**config.mk**
```make
export PLATFORM = sky130hd
export DESIGN_NAME = uart_transmitter
export DESIGN_NICKNAME = d
export VERILOG_FILES = /design/src/rtl/uart_pkg.sv /design/src/rtl/uart_tx_baud_cnt.sv /design/src/rtl/uart_transmitter.sv
export SDC_FILE = /design/constraint.sdc
export NUM_CORES = 1
export LEC_CHECK = 0
export BUFFER_PORTS_ARGS = -buffer_cell sky130_fd_sc_hd__buf_4
export CAP_MARGIN = 40
export CORE_ASPECT_RATIO = 2
export CORE_MARGIN = 2
export CORE_UTILIZATION = 53
export DETAILED_ROUTE_END_ITERATION = 10
export PLACE_DENSITY = 0.75
export REMOVE_ABC_BUFFERS = 1
export SLEW_MARGIN = 0
export SYNTH_ARGS = -nofsm -noshare
export SYNTH_HDL_FRONTEND = slang
export SYNTH_HIERARCHICAL = 1
export SYNTH_SLANG_ARGS = --single-unit
```
**constraint.sdc**
```tcl
create_clock -name clk -period 2.3 [get_ports clk]
set_input_delay 0.345 -clock clk [delete_from_list [all_inputs] [get_ports clk]]
set_output_delay 0.345 -clock clk [all_outputs]
set_load 0.05 [all_outputs]
```
**src/rtl/uart_pkg.sv**
```systemverilog
// Shared UART definitions: transmitter state encoding, parity modes and
// the bit-period helper used to size the per-frame baud counter.
package uart_pkg;

    typedef enum logic [2:0] {
        ST_IDLE   = 3'd0,
        ST_START  = 3'd1,
        ST_DATA   = 3'd2,
        ST_PARITY = 3'd3,
        ST_STOP   = 3'd4
    } tx_state_e;

    localparam int PAR_NONE = 0;
    localparam int PAR_EVEN = 1;
    localparam int PAR_ODD  = 2;

    // Truncating division; a fractional remainder shows up as baud error.
    function automatic int clks_per_bit(input int clk_freq, input int baud);
        return clk_freq / baud;
    endfunction

endpackage

```
**src/rtl/uart_tx_baud_cnt.sv**
```systemverilog
// Restartable bit-period counter: cleared on frame accept so every frame
// starts phase-aligned, pulses bit_tick on the last cycle of each bit.
module uart_tx_baud_cnt #(
    parameter int CLKS_PER_BIT = 434
) (
    input  logic clk,
    input  logic rst,
    input  logic clear,
    input  logic run,
    output logic bit_tick
);

    localparam int CNT_W = (CLKS_PER_BIT > 1) ? $clog2(CLKS_PER_BIT) : 1;
    localparam logic [CNT_W-1:0] TERMINAL = CNT_W'(CLKS_PER_BIT - 1);

    logic [CNT_W-1:0] cnt_q;
    logic [CNT_W-1:0] cnt_d;

    always_comb begin
        cnt_d = cnt_q;
        if (clear) begin
            cnt_d = '0;
        end else if (run) begin
            cnt_d = (cnt_q == TERMINAL) ? '0 : cnt_q + CNT_W'(1);
        end
    end

    always_ff @(posedge clk or posedge rst) begin
        if (rst) begin
            cnt_q <= '0;
        end else begin
            cnt_q <= cnt_d;
        end
    end

    assign bit_tick = run && !clear && (cnt_q == TERMINAL);

endmodule

```
**src/rtl/uart_transmitter.sv**
```systemverilog
// 8-bit UART transmitter, LSB first, 1 start bit, optional parity and
// 1 or 2 stop bits; all outputs are registered.
module uart_transmitter
    import uart_pkg::*;
#(
    parameter int CLK_FREQ  = 50000000,
    parameter int BAUD      = 115200,
    parameter int PARITY    = 0,
    parameter int STOP_BITS = 1
) (
    input  logic       clk,
    input  logic       rst,
    input  logic       txEn,
    input  logic       start,
    input  logic [7:0] in_data,
    output logic       tx,
    output logic       txBusy,
    output logic       txDone
);

    localparam int CPB = clks_per_bit(CLK_FREQ, BAUD);
    localparam logic [2:0] LAST_STOP = 3'(STOP_BITS - 1);

    tx_state_e  state_q;
    logic [7:0] shift_q;
    logic [2:0] bit_cnt_q;
    logic       par_q;
    logic       tx_q;
    logic       busy_q;
    logic       done_q;

    logic accept;
    logic baud_clear;
    logic baud_run;
    logic bit_tick;

    function automatic logic calc_parity(input logic [7:0] d);
        logic p;
        case (PARITY)
            PAR_EVEN: p = ^d;
            PAR_ODD:  p = ~^d;
            default:  p = 1'b0;
        endcase
        return p;
    endfunction

    assign accept     = (state_q == ST_IDLE) && txEn && start;
    assign baud_clear = accept || !txEn;
    assign baud_run   = (state_q != ST_IDLE);

    uart_tx_baud_cnt #(
        .CLKS_PER_BIT(CPB)
    ) u_baud_cnt (
        .clk     (clk),
        .rst     (rst),
        .clear   (baud_clear),
        .run     (baud_run),
        .bit_tick(bit_tick)
    );

    always_ff @(posedge clk or posedge rst) begin
        if (rst) begin
            state_q   <= ST_IDLE;
            shift_q   <= '0;
            bit_cnt_q <= '0;
            par_q     <= 1'b0;
            tx_q      <= 1'b1;
            busy_q    <= 1'b0;
            done_q    <= 1'b0;
        end else if (!txEn) begin
            // Abort: return to idle silently, no completion pulse.
            state_q   <= ST_IDLE;
            bit_cnt_q <= '0;
            tx_q      <= 1'b1;
            busy_q    <= 1'b0;
            done_q    <= 1'b0;
        end else begin
            done_q <= 1'b0;
            case (state_q)
                ST_IDLE: begin
                    if (start) begin
                        shift_q   <= in_data;
                        par_q     <= calc_parity(in_data);
                        bit_cnt_q <= '0;
                        tx_q      <= 1'b0;
                        busy_q    <= 1'b1;
                        state_q   <= ST_START;
                    end
                end
                ST_START: begin
                    if (bit_tick) begin
                        tx_q      <= shift_q[0];
                        shift_q   <= {1'b0, shift_q[7:1]};
                        bit_cnt_q <= '0;
                        state_q   <= ST_DATA;
                    end
                end
                ST_DATA: begin
                    if (bit_tick) begin
                        if (bit_cnt_q == 3'd7) begin
                            bit_cnt_q <= '0;
                            if (PARITY != PAR_NONE) begin
                                tx_q    <= par_q;
                                state_q <= ST_PARITY;
                            end else begin
                                tx_q    <= 1'b1;
                                state_q <= ST_STOP;
                            end
                        end else begin
                            tx_q      <= shift_q[0];
                            shift_q   <= {1'b0, shift_q[7:1]};
                            bit_cnt_q <= bit_cnt_q + 3'd1;
                        end
                    end
                end
                ST_PARITY: begin
                    if (bit_tick) begin
                        tx_q      <= 1'b1;
                        bit_cnt_q <= '0;
                        state_q   <= ST_STOP;
                    end
                end
                ST_STOP: begin
                    if (bit_tick) begin
                        if (bit_cnt_q == LAST_STOP) begin
                            bit_cnt_q <= '0;
                            tx_q      <= 1'b1;
                            busy_q    <= 1'b0;
                            done_q    <= 1'b1;
                            state_q   <= ST_IDLE;
                        end else begin
                            bit_cnt_q <= bit_cnt_q + 3'd1;
                        end
                    end
                end
                default: begin
                    tx_q    <= 1'b1;
                    busy_q  <= 1'b0;
                    state_q <= ST_IDLE;
                end
            endcase
        end
    end

    assign tx     = tx_q;
    assign txBusy = busy_q;
    assign txDone = done_q;

endmodule

```
==> reports/metrics.cfg, run 1 <==
[outcome]
status = finished, final reports clean

[global_routing]
antenna_found_initial = 0
grt_pass1_vias = 1331
grt.total_usage = 0.2098
grt_max_degree = 18
grt_pass1_wl_mm = 5.575
grt.overflow.total = 0

[floorplanning]
dieArea_mm2 = 0.003494
core_mm2 = 0.002908
die_w_um = 42.81
die_h_um = 81.62
start_util = 0.5491
io_pins = 15
row_count = 28

[synth]
yosys.area.top_type = dfrtp_1
yosysWarnings = 6
synth_top_family_by_area = simple AND/OR/NAND/NOR gates
synth-simple-area-share = 0.1912
synthMuxAreaShare = 0.1450
synth_compound_area_frac = 0.1473
syn_inst = 149
netlist_area_mm2 = 0.001597
ys.flop_type = dfrtp_1
synth_common_cells = dfrtp_1 (25), mux2_2 (17), o21ai_0 (10), nand2_1 (9), inv_1 (8)
synth_edf_count = 0
synth.distinct_cells = 45
synth_fa_ha_area_frac = 0.03918
synth-async-reset-ratio = 1.000
yosys-top-cells-area = dfrtp_1 (39%), mux2_2 (12%), ha_1 (3.9%)
synth_seq_cells = 26
synth-xor-area-share = 0.02273
netlist.area_leader.share = 0.3918
yosysMostFrequentCell = dfrtp_1
synth_area_per_cell_um2 = 10.71
yosysSeqAreaShare = 0.4083

[sta]
setup_ws_ns = 0.06666
relSlewSlack = 0.5623
hold_violations = 0
fin_skew_ns = 0.006692
setup_viol = 0
fin_crit_ns = 2.233
timing.final.crit_share = 0.9710
hold_ws_ns = 0.03866
fin_setup_tns_ns = 0
tightest_slew_ns = 0.6558
clock.fmax_mhz = 447.8
maxSlewViolCount = 0

[power_and_ir_drop]
p_leak_uw = 0.0008680
ir_worst_vdd_mv = 0.4076
powerDensity_mw_per_mm2 = 515.5

[route]
met3_length_um = 55
antenna_left = 0
drt_iter0_markers = 20
wl_per_cell_um = 16.04
firstDrtPassIters = 4
drc_errors = 0
wl_met2_mm = 2.037
top_layer_used = met4
finalWirelength_mm = 3.417
routedLengthMet1_mm = 1.259
route.vias.total = 1265
via_per_inst = 5.939

[layout]
fill_cells = 240
n_antenna_cell = 0
fin_area_mm2 = 0.001937
syn_to_final_growth_pct = 21.32
drive_gt1_frac = 0.3934
final_util = 0.6661
fin_nets = 201

[setup_path]
cp_max_fo = 7
worstSetupPathType = register to register
reg2reg_from = u_baud_cnt/cnt_q[1]
crit_path_start_kind = register
reg2reg_to = shift_q[2]
required_ns = 2.45
cp-end-kind = register
rr_worst_depth = 9
crit_arrival_ns = 2.39
setup.worst_path.start = u_baud_cnt/cnt_q[1]
reg2reg_setup_slack_ns = 0.07

[cts]
htree_levels = 1
postCtsSetupRepairBufs = 0
clock_latency_ns = 0.27
numCtsBuffers = 3
cts_sinks = 26
cts_tree = built
cts_root_buf = clkbuf_8
clk_pin_slew_ns = 0.09
clock_path_buffers = 2

[place]
io_buffers = 14
placed_area_mm2 = 0.001861
dpl_worst_slack_ns = -0.1143
globalplace.congestion = 0.8682
dp_hpwl_mm = 2.647

[run]
max_cap_viol_count = 0

[hold_path]
hold_path.class = primary input to async pin

## stage by stage
stage | instances | power, uW
after floorplan | 143 | 673.7
after global placement | 209 | 733.8
after detailed placement | 209 | 747.6
after CTS | 213 | 1001
after global routing | 213 | 1044
final | 213 | 998.5
## where the power goes
part / switching, uW / internal (uW)
registers: 25.4 / 505
logic: 105 / 106
clock network: 134 / 124
## placed cells by master, fill, tap and decap left out, drive strengths merged, types with 2 or more instances in the layout
cell type	instances
buf	36
dfrtp	25
mux2	17
o21ai	10
nor2	10
nand2	9
inv	8
a21oi	6
nor2b	5
ha	5
nor3	5
nand2b	4
mux2i	4
nand3	4
clkbuf	4
a32oi	3
o31ai	3
a31oi	2
nand4	2
o22ai	2
a211o	2
## flip-flops by register name, indices dropped and copies added, names as in the netlist
name,cells
txDone,1
bit_cnt_q,3
u_baud_cnt/cnt_q,9
txBusy,1
shift_q,8
tx,1
state_q,3
## kinds of logic after synthesis
group | Yosys count
flops | 26
buf+inv | 14
fa+ha+maj | 5
xor+xnor | 2
compound gates | 34
simple gates | 47
mux | 21
## area by class of cell
type | instances | area [um^2] | area share
tap | 30 | 37.54 | 0.01938
timing repair buffer | 36 | 270.3 | 0.1395
sequential | 26 | 651.9 | 0.3366
inverter | 8 | 30.03 | 0.01550
multi-input combinational | 109 | 902.1 | 0.4658
clock buffer | 4 | 45.04 | 0.02326
## layer usage
metal / track usage / up-vias
li1: - / 612
met1: 0.1924 / 633
met2: 0.4318 / 13
met3: 0.02198 / 7
met4: 0.09688 / 0
met5: 0 / -
## worst max-delay path: stages, from the launching register on
cell and delay, ns:
dfrtp_1 0.39, inv_1 0.06, ha_1 0.13, and4b_2 0.26
nand2_2 0.09, nor3_4 0.22, nand2_2 0.10, o32a_4 0.35
nor2_8 0.15, mux2_2 0.36
## repair_timing
item                                    in CTS  in global routing
cloned                                       0                  0
resized for setup                            1                  6
endpoints found under the setup margin       7                 11
hold buffers                                 0                  0
## worst max path at each step
stage                            end  cells after the start
after floorplan           shift_q[0]                      7
after global placement    shift_q[0]                      9
after detailed placement  shift_q[2]                      9
after CTS                 shift_q[2]                      9
after global routing      shift_q[4]                      9
final                     shift_q[2]                      9
Note: power is estimated with default switching activity, not from simulation.
==> run 2: changes to the inputs <==
- CORE_UTILIZATION: 53 -> 48
- PLACE_DENSITY: 0.75 -> 0.69
==> reports/metrics.cfg, run 2 (synthesis gave the netlist of run 1 again) <==
[global_routing]
grt.overflow.total = 0  ; unchanged
grt.total_usage = 0.1881  ; -0.02171
grt_pass1_wl_mm = 5.395  ; -3.2%
grt_pass1_vias = 1242  ; -6.7%
grt_max_degree = 18  ; unchanged
antenna_found_initial = 0  ; unchanged

[setup_path]
cpPeakStageDelay_ns = 0.39  ; about the same
cp-end-kind = register
path_common_cell = nand2_2
cp_max_fo = 7  ; unchanged
cp_cell_sequence = inv_1 > ha_1 > and4b_2 > nand2_2 > nor3_4 > nand2_2 > o32a_4 > nor2_8 > mux2_2
critPathSlowestCell = dfrtp_1
crit_arrival_ns = 2.40  ; about the same
worstSetupPathType = register to register
required_ns = 2.46  ; about the same
crit_path_start_kind = register

[route]
via_per_inst = 5.910  ; -0.48%
finalWirelength_mm = 3.294  ; -3.6%
route.vias.total = 1253  ; -0.95%
drc_errors = 0  ; unchanged
drt_iter0_markers = 38  ; +90%
wl_per_cell_um = 15.54  ; -3.1%
antenna_left = 0  ; unchanged
firstDrtPassIters = 4  ; unchanged

[cts]
clk_pin_slew_ns = 0.09  ; about the same
cts_sinks = 26  ; unchanged
cts_tree = built
clock_path_buffers = 2  ; unchanged
clock_latency_ns = 0.27  ; about the same
numCtsBuffers = 3  ; unchanged
cts_root_buf = clkbuf_8
htree_levels = 1  ; unchanged

[power_and_ir_drop]
ir_worst_vdd_mv = 0.4494  ; +10%
powerDensity_mw_per_mm2 = 518.9  ; +0.64%
p_leak_uw = 0.0008607  ; -0.84%

[sta]
fin_skew_ns = 0.007453  ; +0.0007603 ns
fin_setup_tns_ns = 0  ; unchanged
maxSlewViolCount = 0  ; unchanged
relSlewSlack = 0.5636  ; +0.001326
rsz0062_at_grt = yes
setup_viol = 0  ; unchanged
tightest_slew_ns = 0.6539  ; -0.001986 ns
clock.fmax_mhz = 444.8  ; -0.67%
timing.final.crit_share = 0.9776  ; +0.006531
hold_violations = 0  ; unchanged
fin_crit_ns = 2.248  ; +0.01502 ns

[floorplanning]
row_count = 29  ; +3.6%
dieArea_mm2 = 0.003831  ; +9.7%
die_h_um = 85.56  ; +4.8%
core_mm2 = 0.003193  ; +9.8%
start_util = 0.5000  ; -0.04905
die_w_um = 44.78  ; +4.6%
io_pins = 15  ; unchanged

[layout]
largest_reg_flops = 9  ; unchanged
syn_to_final_growth_pct = 20.69
mostFrequentLayoutCells = buf_4 (34), dfrtp_1 (25), mux2_2 (17)
layout_commonest_cell = buf_4
fill_cells = 276  ; +15%
fin_nets = 199  ; -1.0%
n_antenna_cell = 0  ; unchanged
reg.largest.list = u_baud_cnt/cnt_q x9, shift_q x8
top_register = u_baud_cnt/cnt_q
drive_gt1_frac = 0.3978  ; +0.004347
fin_area_mm2 = 0.001927  ; -0.52%

[hold_path]
hold_path.class = primary input to async pin

[run]
max_cap_viol_count = 0  ; unchanged

[place]
io_buffers = 14  ; unchanged
dp_hpwl_mm = 2.462  ; -7.0%
globalplace.congestion = 0.9195  ; +5.9%
placed_area_mm2 = 0.001832  ; -1.5%

[outcome]
status = finished, final reports clean

## run 2: critical path: cells and delay by family, from the launching register on
kind	cells	cell delay (ns)
AOI/OAI and AO/OA	1	0.35
adders and majority gates	1	0.12
buffers and inverters	1	0.06
DFF	1	0.39
muxes	1	0.35
and+or+nand+nor	5	0.88
## run 2: final timing paths
path	from	endpoint	slack, ns	cells past startpoint
setup / recovery	u_baud_cnt/cnt_q[1]	shift_q[0]	0.05	9
hold / removal	rst	u_baud_cnt/cnt_q[3]	0.03	2
setup reg to reg	u_baud_cnt/cnt_q[1]	shift_q[0]	0.05	9
hold reg to reg	shift_q[3]	shift_q[3]	0.52	1
max in group asynchronous	rst	state_q[1]	1.71	2
min in group clk	in_data[7]	shift_q[7]	0.35	3
## run 2: what timing repair did
item / 4_1_cts / 5_1_grt
resized for setup: 0 / 9
setup buffers: 0 / 2
endpoints found under the setup margin: 0 / 12
hold buffers: 0 / 0
## run 2: routing by layer
| metal | global-route usage | share of wire | up-vias |
|---|---|---|---|
| met2 | 0.3439 | 0.59 | 18 |
| met5 | 0 | 0 | - |
| met3 | 0.02526 | 0.022 | 8 |
| met1 | 0.1986 | 0.37 | 617 |
| met4 | 0.09091 | 0.026 | 0 |
| li1 | - | - | 610 |
## run 2: per-stage QoR
step	hold WS [ns]	total power (uW)	util	cells	setup slack, ns
global route	0.05729	1054	0.6034	212	-0.07913
finish	0.03356	999.8	0.6034	212	0.05163
CTS	0.04733	1005	0.5878	210	0.01076
detailed placement	0.3454	744.1	0.5737	206	0.04776
global placement	0.3464	732.2	0.5737	206	0.08574
floorplan	0.1729	673.7	-	143	-0.5995
## run 2: report_power, final
part	internal (uW)	switching [uW]	total (uW)
Clock	124	137	261
Sequential	505	25.8	530
Combinational	106	102	208
## run 2: cell type report
| cell class | instances | area (um^2) | area share |
|---|---|---|---|
| multi-input combinational | 109 | 905.9 | 0.4701 |
| sequential | 26 | 651.9 | 0.3383 |
| timing repair buffer | 34 | 255.2 | 0.1325 |
| clock buffer | 4 | 45.04 | 0.02338 |
| inverter | 8 | 30.03 | 0.01558 |
| tap | 31 | 38.79 | 0.02013 |
==> run 3: changes to the inputs <==
==> constraint.sdc (replaced) <==
create_clock -name clk -period 2.3 [get_ports clk]
set_input_delay 0.115 -clock clk [delete_from_list [all_inputs] [get_ports clk]]
set_output_delay 0.115 -clock clk [all_outputs]
set_load 0.05 [all_outputs]
==> reports/metrics.cfg, run 3 (synthesis gave the netlist of run 1 again) <==
[outcome]
status = finished, final reports clean

[floorplanning]
die_h_um = 85.56  ; unchanged
row_count = 29  ; unchanged
start_util = 0.5000  ; unchanged
io_pins = 15  ; unchanged
die_w_um = 44.78  ; unchanged
core_mm2 = 0.003193  ; unchanged
dieArea_mm2 = 0.003831  ; unchanged

[power_and_ir_drop]
p_leak_uw = 0.0008410  ; -2.3%
ir_worst_vdd_mv = 0.4436  ; -1.3%
powerDensity_mw_per_mm2 = 526.7  ; +1.5%

[cts]
postCtsSetupRepairBufs = 0  ; unchanged
cts_sinks = 26  ; unchanged
htree_levels = 1  ; unchanged
clk_pin_slew_ns = 0.09  ; about the same
clock_path_buffers = 2  ; unchanged
clock_latency_ns = 0.27  ; about the same
cts_root_buf = clkbuf_8
cts_tree = built
numCtsBuffers = 3  ; unchanged

[setup_path]
crit_arrival_ns = 2.34  ; -0.06 ns
required_ns = 2.46  ; about the same
reg2reg_from = u_baud_cnt/cnt_q[1]
setup.worst_path.start = u_baud_cnt/cnt_q[1]
crit_path_start_kind = register
cp_max_fo = 7  ; unchanged
worstSetupPathType = register to register
cp-end-kind = register

[sta]
rsz0062_at_grt = yes
fin_crit_ns = 2.184  ; -0.06401 ns
timing.final.crit_share = 0.9497  ; -0.02783
fin_setup_tns_ns = 0  ; unchanged
setup_viol = 0  ; unchanged
setup_ws_ns = 0.1156  ; +0.06401 ns
fin_skew_ns = 0.006836  ; -0.0006163 ns
hold_violations = 0  ; unchanged
hold_ws_ns = 0.1177  ; +0.08417 ns
tightest_slew_ns = 0.6630  ; +0.009130 ns
maxSlewViolCount = 0  ; unchanged
clock.fmax_mhz = 457.8  ; +2.9%
relSlewSlack = 0.5575  ; -0.006093

[layout]
fill_cells = 280  ; +1.4%
top_register = u_baud_cnt/cnt_q
layout_commonest_cell = buf_4
drive_gt1_frac = 0.3611  ; -0.03668
multi_input_area_um2 = 887.1  ; -2.1%
fin_nets = 198  ; -0.50%
regArea_um2 = 651.9  ; unchanged
n_antenna_cell = 0  ; unchanged
largest_reg_flops = 9  ; unchanged
mostFrequentLayoutCells = buf_4 (32), dfrtp_1 (25), mux2_2 (17)
syn_to_final_growth_pct = 19.20
reg.largest.list = u_baud_cnt/cnt_q x9, shift_q x8

[route]
via_per_inst = 5.962  ; +0.87%
drc_errors = 0  ; unchanged
route.vias.total = 1258  ; +0.40%
drt_iter0_markers = 32  ; -16%
firstDrtPassIters = 4  ; unchanged
finalWirelength_mm = 3.300  ; +0.18%
antenna_left = 0  ; unchanged
wl_per_cell_um = 15.64  ; +0.66%

[global_routing]
grt_pass1_vias = 1381  ; +11%
grt.overflow.total = 0  ; unchanged
grt.total_usage = 0.1964  ; +0.008323
antenna_found_initial = 0  ; unchanged
grt_pass1_wl_mm = 5.644  ; +4.6%
grt_max_degree = 18  ; unchanged

[hold_path]
hold_path.class = primary input to register
min_from = in_data[7]

[run]
max_cap_viol_count = 0  ; unchanged

[place]
dpl_worst_slack_ns = 0.01473  ; -0.03303 ns
io_buffers = 14  ; unchanged
dp_hpwl_mm = 2.560  ; +4.0%
globalplace.congestion = 0.9154  ; -0.45%

[run 3: cell types whose count changed in the layout (fill, tap and decap cells not counted), sizes merged]
| cell | before | now |
|---|---|---|
| buf | 34 | 32 |
| dlygate4sd3 | 0 | 1 |
[run 3: layout make-up]
| cell class | instances | area share |
|---|---|---|
| clock buffers | 4 | 0.02367 |
| inverters | 8 | 0.01578 |
| well taps | 31 | 0.02038 |
| flip-flops and latches | 26 | 0.3425 |
| multi-input cells | 109 | 0.4661 |
| repair buffers | 33 | 0.1315 |
[run 3: through the flow]
stage / power (uW) / util / area (um^2) / std cells
after global placement: 732.1 / 0.5737 / 1832 / 206
after CTS: 1010 / 0.5925 / 1892 / 211
final: 1002 / 0.5960 / 1903 / 211
after floorplan: 673.7 / - / 1553 / 143
after global routing: 1050 / 0.5960 / 1903 / 211
after detailed placement: 742.9 / 0.5737 / 1832 / 206
[run 3: report_power, final]
| group | internal [uW] | total [uW] | switching (uW) |
|---|---|---|---|
| sequential | 505 | 528 | 23.7 |
| clock | 124 | 267 | 143 |
| combinational | 106 | 207 | 102 |
| total | 735 | 1000 | 268 |
[run 3: repair_timing]
| action | 4_1_cts | 5_1_grt |
|---|---|---|
| hold buffers | 1 | 0 |
| endpoints found under the hold margin | 25 | 0 |
| setup endpoints to repair | 4 | 11 |
| gates resized for setup | 1 | 2 |
[run 3: final timing paths]
check                                      endpoint  slack (ns)  cells past startpoint
worst max-delay path                     shift_q[0]        0.12                      9
worst min-delay path                     shift_q[7]        0.12                      3
worst max register to register           shift_q[0]        0.12                      9
worst min register to register           shift_q[1]        0.51                      1
max in group asynchronous                state_q[0]        1.38                      3
min in group asynchronous       u_baud_cnt/cnt_q[3]        0.37                      3
[run 3: routing by layer]
metal	global-route usage	vias up	wire length [um]
met4	0.1203	0	112
met3	0.01895	9	48
met5	0	-	0
met1	0.1836	625	1203
met2	0.3742	15	1936
li1	-	609	-
[run 3: critical path, stage by stage, from the launching register on]
cell     delay, ns
dfrtp_1       0.39
inv_1         0.06
ha_1          0.13
and4b_2       0.25
nand2_1       0.10
nor3_2        0.17
nand2_1       0.11
o32a_4        0.35
nor2_8        0.15
mux2_2        0.35
